<file path="src/rtl/vga_pkg.sv">
// vga_pkg: shared VGA raster constants and the coordinate type.
// Default timing is 640x480@60 Hz from a 25 MHz pixel clock.
// Every renderer imports coord_t so DrawX/DrawY widths agree across the design.
package vga_pkg;

    // Default 640x480@60 horizontal timing, in pixels.
    localparam int DEF_H_VISIBLE = 640;
    localparam int DEF_H_FP      = 16;
    localparam int DEF_H_SYNC    = 96;
    localparam int DEF_H_BP      = 48;

    // Default 640x480@60 vertical timing, in lines.
    localparam int DEF_V_VISIBLE = 480;
    localparam int DEF_V_FP      = 10;
    localparam int DEF_V_SYNC    = 2;
    localparam int DEF_V_BP      = 33;

    // Derived totals: 800 pixels per line, 525 lines per frame.
    localparam int DEF_H_TOTAL = DEF_H_VISIBLE + DEF_H_FP + DEF_H_SYNC + DEF_H_BP;
    localparam int DEF_V_TOTAL = DEF_V_VISIBLE + DEF_V_FP + DEF_V_SYNC + DEF_V_BP;

    // Raster coordinate. Ten bits, so neither total may exceed 1024.
    localparam int COORD_W = 10;
    typedef logic [COORD_W-1:0] coord_t;

endpackage

</file>
<file path="src/rtl/vga_timing_gen.sv">
// vga_timing_gen: VGA raster timing (position, blank, active-low syncs).
// blank/hs/vs/frame_start are registered from the next counter values, so
// they line up with the DrawX/DrawY presented in the same cycle.
// Build option: define VGA_FRAME_CNT_EN to include the 8-bit frame counter;
// without it frame_cnt is tied to zero and no counter flops exist.
// There are no handshakes: every output is valid on every vga_clk cycle.
module vga_timing_gen
    import vga_pkg::*;
#(
    parameter int H_VISIBLE = DEF_H_VISIBLE,
    parameter int H_FP      = DEF_H_FP,
    parameter int H_SYNC    = DEF_H_SYNC,
    parameter int H_BP      = DEF_H_BP,
    parameter int V_VISIBLE = DEF_V_VISIBLE,
    parameter int V_FP      = DEF_V_FP,
    parameter int V_SYNC    = DEF_V_SYNC,
    parameter int V_BP      = DEF_V_BP
) (
    input  logic       vga_clk,
    input  logic       reset_n,
    output coord_t     DrawX,
    output coord_t     DrawY,
    output logic       blank,
    output logic       hs,
    output logic       vs,
    output logic       frame_start,
    output logic [7:0] frame_cnt
);

    localparam int H_TOTAL  = H_VISIBLE + H_FP + H_SYNC + H_BP;
    localparam int V_TOTAL  = V_VISIBLE + V_FP + V_SYNC + V_BP;
    localparam int HS_START = H_VISIBLE + H_FP;
    localparam int HS_END   = H_VISIBLE + H_FP + H_SYNC;
    localparam int VS_START = V_VISIBLE + V_FP;
    localparam int VS_END   = V_VISIBLE + V_FP + V_SYNC;

    localparam coord_t H_LAST = coord_t'(H_TOTAL - 1);
    localparam coord_t V_LAST = coord_t'(V_TOTAL - 1);

    // The counters are COORD_W bits wide; larger rasters cannot be represented.
    if (H_TOTAL > 1024 || V_TOTAL > 1024) begin : g_bad_totals
        $error("vga_timing_gen: H_TOTAL and V_TOTAL must not exceed 1024");
    end

    coord_t hc;
    coord_t vc;
    coord_t hc_next;
    coord_t vc_next;
    logic   h_wrap;
    logic   frame_wrap;
    logic   blank_next;
    logic   hs_next;
    logic   vs_next;

    // Next raster position and the decodes of that position.
    // Decodes compare in int so a sync end of exactly 1024 cannot alias to 0.
    always_comb begin
        h_wrap     = (hc == H_LAST);
        frame_wrap = h_wrap && (vc == V_LAST);
        hc_next    = h_wrap ? '0 : hc + coord_t'(1);
        vc_next    = vc;
        if (h_wrap) begin
            vc_next = (vc == V_LAST) ? '0 : vc + coord_t'(1);
        end
        blank_next = (int'(hc_next) < H_VISIBLE) && (int'(vc_next) < V_VISIBLE);
        hs_next    = !((int'(hc_next) >= HS_START) && (int'(hc_next) < HS_END));
        // vc_next only moves on an h wrap, so vs can only change at DrawX = 0.
        vs_next    = !((int'(vc_next) >= VS_START) && (int'(vc_next) < VS_END));
    end

    // Position counters plus registered decodes; reset parks at (0,0) blanked.
    always_ff @(posedge vga_clk or negedge reset_n) begin
        if (!reset_n) begin
            hc          <= '0;
            vc          <= '0;
            blank       <= 1'b0;
            hs          <= 1'b1;
            vs          <= 1'b1;
            frame_start <= 1'b0;
        end else begin
            hc          <= hc_next;
            vc          <= vc_next;
            blank       <= blank_next;
            hs          <= hs_next;
            vs          <= vs_next;
            // Only a true wrap from the last pixel pulses; leaving reset does not.
            frame_start <= frame_wrap;
        end
    end

    assign DrawX = hc;
    assign DrawY = vc;

`ifdef VGA_FRAME_CNT_EN
    // Frames completed, counted on the same edge that raises frame_start.
    always_ff @(posedge vga_clk or negedge reset_n) begin
        if (!reset_n) begin
            frame_cnt <= 8'h00;
        end else if (frame_wrap) begin
            frame_cnt <= frame_cnt + 8'h01;
        end
    end
`else
    assign frame_cnt = 8'h00;
`endif

endmodule

</file>
<file path="config.mk">
export PLATFORM = sky130hd
export DESIGN_NAME = vga_timing_gen
export DESIGN_NICKNAME = d
export VERILOG_FILES = /design/src/rtl/vga_pkg.sv /design/src/rtl/vga_timing_gen.sv
export SDC_FILE = /design/constraint.sdc
export NUM_CORES = 1
export LEC_CHECK = 0
export ABC_AREA = 1
export CORE_UTILIZATION = 50
export DETAILED_ROUTE_END_ITERATION = 6
export PLACE_DENSITY = 0.79
export SKIP_CTS_REPAIR_TIMING = 1
export SYNTH_ARGS = -nofsm -noshare
export SYNTH_HDL_FRONTEND = slang
export SYNTH_SLANG_ARGS = --single-unit
</file>
<file path="constraint.sdc">
create_clock -name vga_clk -period 2.2 [get_ports vga_clk]
set_input_delay 0.44 -clock vga_clk [delete_from_list [all_inputs] [get_ports vga_clk]]
set_output_delay 0.44 -clock vga_clk [all_outputs]
set_load 0.01 [all_outputs]
</file>
==> metrics.md <==
| Metric | Value |
|---|---|
| VDD IR max | between 0.2 and 0.3 mV |
| Final setup violation count | 0 |
| Post-synthesis mux area share | 0% |
| CP max stage delay | 0.53 ns |
| Unrepaired setup endpoints after global routing | no |
| First-pass GRT wire length | 5.789 mm |
| Worst-Skew Late Latency | 0.32 ns |
| Initial antenna violation count | 0 |
| # rows | 20 |
| Top area cells in the synthesized netlist | dfrtp_1 35%, nand2_1 15%, inv_1 8.3%, nand3_1 7.3%, nor2_1 5.7% |
| Crit path max fanout | 8 |
| Ys Warns | 0 |
| Post-Syn Area | 1577 sq um |
| DIE HEIGHT | 58.15 microns |
| Family with the most delay on the worst path | simple AND/OR/NAND/NOR gates |
| Largest family of logic cells by synthesized area | simple AND/OR/NAND/NOR gates |
| Static Leak | 0.9913 nW |
| Post-synthesis sequential area ratio | roughly two fifths |
| Simple-Gate Fraction of Synth Area | 41.59% |
| Gp weighted congestion | just under 0.9 |
| Wire length per cell | 11.55 microns |
| Detailed router's first-iteration violation count | 67 |
| Die area | 3381 sq um |
| Worst-path clk slew | 0.13 ns |
| Num ports | 34 |
| Max_cap viols | 0 |
| Total vias in the final route | approximately 1,400 |
| Initial core utilization | 52.07% |
| Die width | 58.15 microns |
| Xor/xnor share of the synthesized area | 1.667% |
| Netlist cell types | 26 |
| Cell Chain, Critical Path | ha_1, nand2_2, nor2_4, nand4_2, nand2_1, nand2_1, nand2_1, clkinv_1, nand2_1, nor2_1, nand2_1 |
| Share of layout cells above drive strength 1 | 11.69% |
| Clock Skew | 0.01358 ns |
| FMAX | 523.6 MHz |
| Status | finished, violations left |
| Synth Register Bits | 24 |
| PwrDens | 365.9 nW/um^2 |
| Buffers and inverters on the worst path | 1 |
| Vias in the first global route | 1,269 |
| Maximum clock path buffer count | 2 |
| Drt first pass iters | 6 |
| CP arrival | 2.18 ns |
| Final Cycle Share | 86.81% |
| Worst setup SP type | flip-flop |
| Area grow syn2layout | 20.00% |
| Cts bufs inserted | 3 |
| IO buf count | 25 |
| Syn Inst Count | 219 |
| Yosys top cell area share | a little over a third |
| FILL cells | between 200 and 300 |
| HP Class | input pin to async pin |
| Slowest cell on crit path | dfrtp_1 |
| Compound-Gate Fraction of Synth Area | between 3 and 4% |
| Total Wirelength | 3.373 mm |
| Crit-path most repeated cell | nand2_1 |
| Avg Inst Size Synth | between 7 and 8 sq um |
| Core area | 3028 sq um |
| Largest net degree at the start of global routing | 25 |
| Slew Limit Fails | 0 |
| Final setup TNS | 0 ns |
| Worst EP required | 2.47 ns |
| Violated checks | design-rule violations |
| CP Class | flip-flop to flip-flop |
| # clock sinks | 24 |
| Biggest area consumer among synthesized cells | dfrtp_1 |
| WHS | 0.4470 ns |
| Overall power | 0.6922 mW |
| Htree depth | 1 |
| Total track usage | 22.90% |
| Final hold viol count | 0 |
| GRT overflow | 0 |
| CP Capture Type | flip-flop |
| Clk Tree Root Cell | clkbuf_4 |
| Via density | 4.863 |
| # diodes | 0 |
| Commonest non-fill, non-tap cells in the layout | 62 x nand2_1, 35 x inv_1, 25 x clkdlybuf4s50_1 |
| Final Critical Period | 1.910 ns |
| # nets final | approximately 250 |
| Share of synthesized cell area in full adder, half adder and majority cells | 2.381% |
| Post-DRT Antenna Nets | 0 |
| Most common cell after layout, fill and taps aside | nand2_1 |
| Detailed Place HPWL | between 2 and 3 mm |
| DRC | 1 |
| CTS tree | yes |
## stage by stage
| stage | std cells | setup slack [ns] | util (%) | cell area [sq um] |
|---|---|---|---|---|
| finish | 292 | 0.2902 | 62.48 | 1892 |
| floorplan | 226 | 0.5335 | - | 1603 |
| global placement | 288 | 0.3581 | 61.28 | 1856 |
| global route | 292 | 0.06552 | 62.48 | 1892 |
| CTS | 292 | 0.3055 | 62.48 | 1892 |
| detailed placement | 288 | 0.3218 | 61.28 | 1856 |
## flip-flops by register name, indices dropped and copies added (netlist names)
register	flops
frame_start	1
hs	1
DrawY	10
blank	1
DrawX	10
vs	1
## final timing paths
| check | endpoint | depth (start not counted) | start | slack (ns) |
|---|---|---|---|---|
| worst max-delay path | vs | 11 | DrawX[0] | 0.29 |
| worst min-delay path | DrawY[1] | 2 | reset_n | 0.45 |
| worst max register to register | vs | 11 | DrawX[0] | 0.29 |
| worst min register to register | DrawX[1] | 1 | DrawX[1] | 0.58 |
| max in group asynchronous | vs | 2 | reset_n | 1.46 |
| min in group vga_clk | DrawX[1] | 1 | DrawX[1] | 0.58 |
## area by class of cell
cell class / instances / area [sq um] / area share, %
inverters: 38 / 142.6 / 7.540
multi-input cells: 156 / 797.0 / 42.13
clock buffers: 4 / 36.28 / 1.918
flip-flops and latches: 24 / 603.1 / 31.88
repair buffers: 26 / 257.7 / 13.62
well taps: 44 / 55.05 / 2.910
## cell families (layout without fill, tap and decap cells)
family / count (synthesis) / in the layout
compound gates: 7 / 7
fa+ha+maj: 3 / 3
simple gates: 135 / 135
other cells: 1 / 8
xor+xnor: 3 / 3
buf+inv: 46 / 68
flops: 24 / 24
## layer usage
layer  wire length [microns]  track usage (%)  share of wire [%]
met2                    1529            34.48                 45
met4                      36            10.54                1.1
met1                    1635            33.14                 48
met5                       0                0                  0
met3                     172            2.679                5.1
## where the power goes
group	total [mW]	internal (mW)	leakage, nW	switching (mW)
clock	0.234	0.101	0.0210	0.133
combinational	0.0169	0.00272	0.662	0.0141
sequential	0.441	0.441	0.309	0
## synth_stat cells, drive strengths merged
master	number
xor2	3
inv	37
dfrtp	22
o21a	1
clkinv	1
o211ai	1
nand4	9
conb	1
nand3	25
nor2	34
buf	8
o21ai	4
ha	3
dfstp	2
a21o	1
nand2	67
No activity file was read; power rests on OpenSTA's default activity.
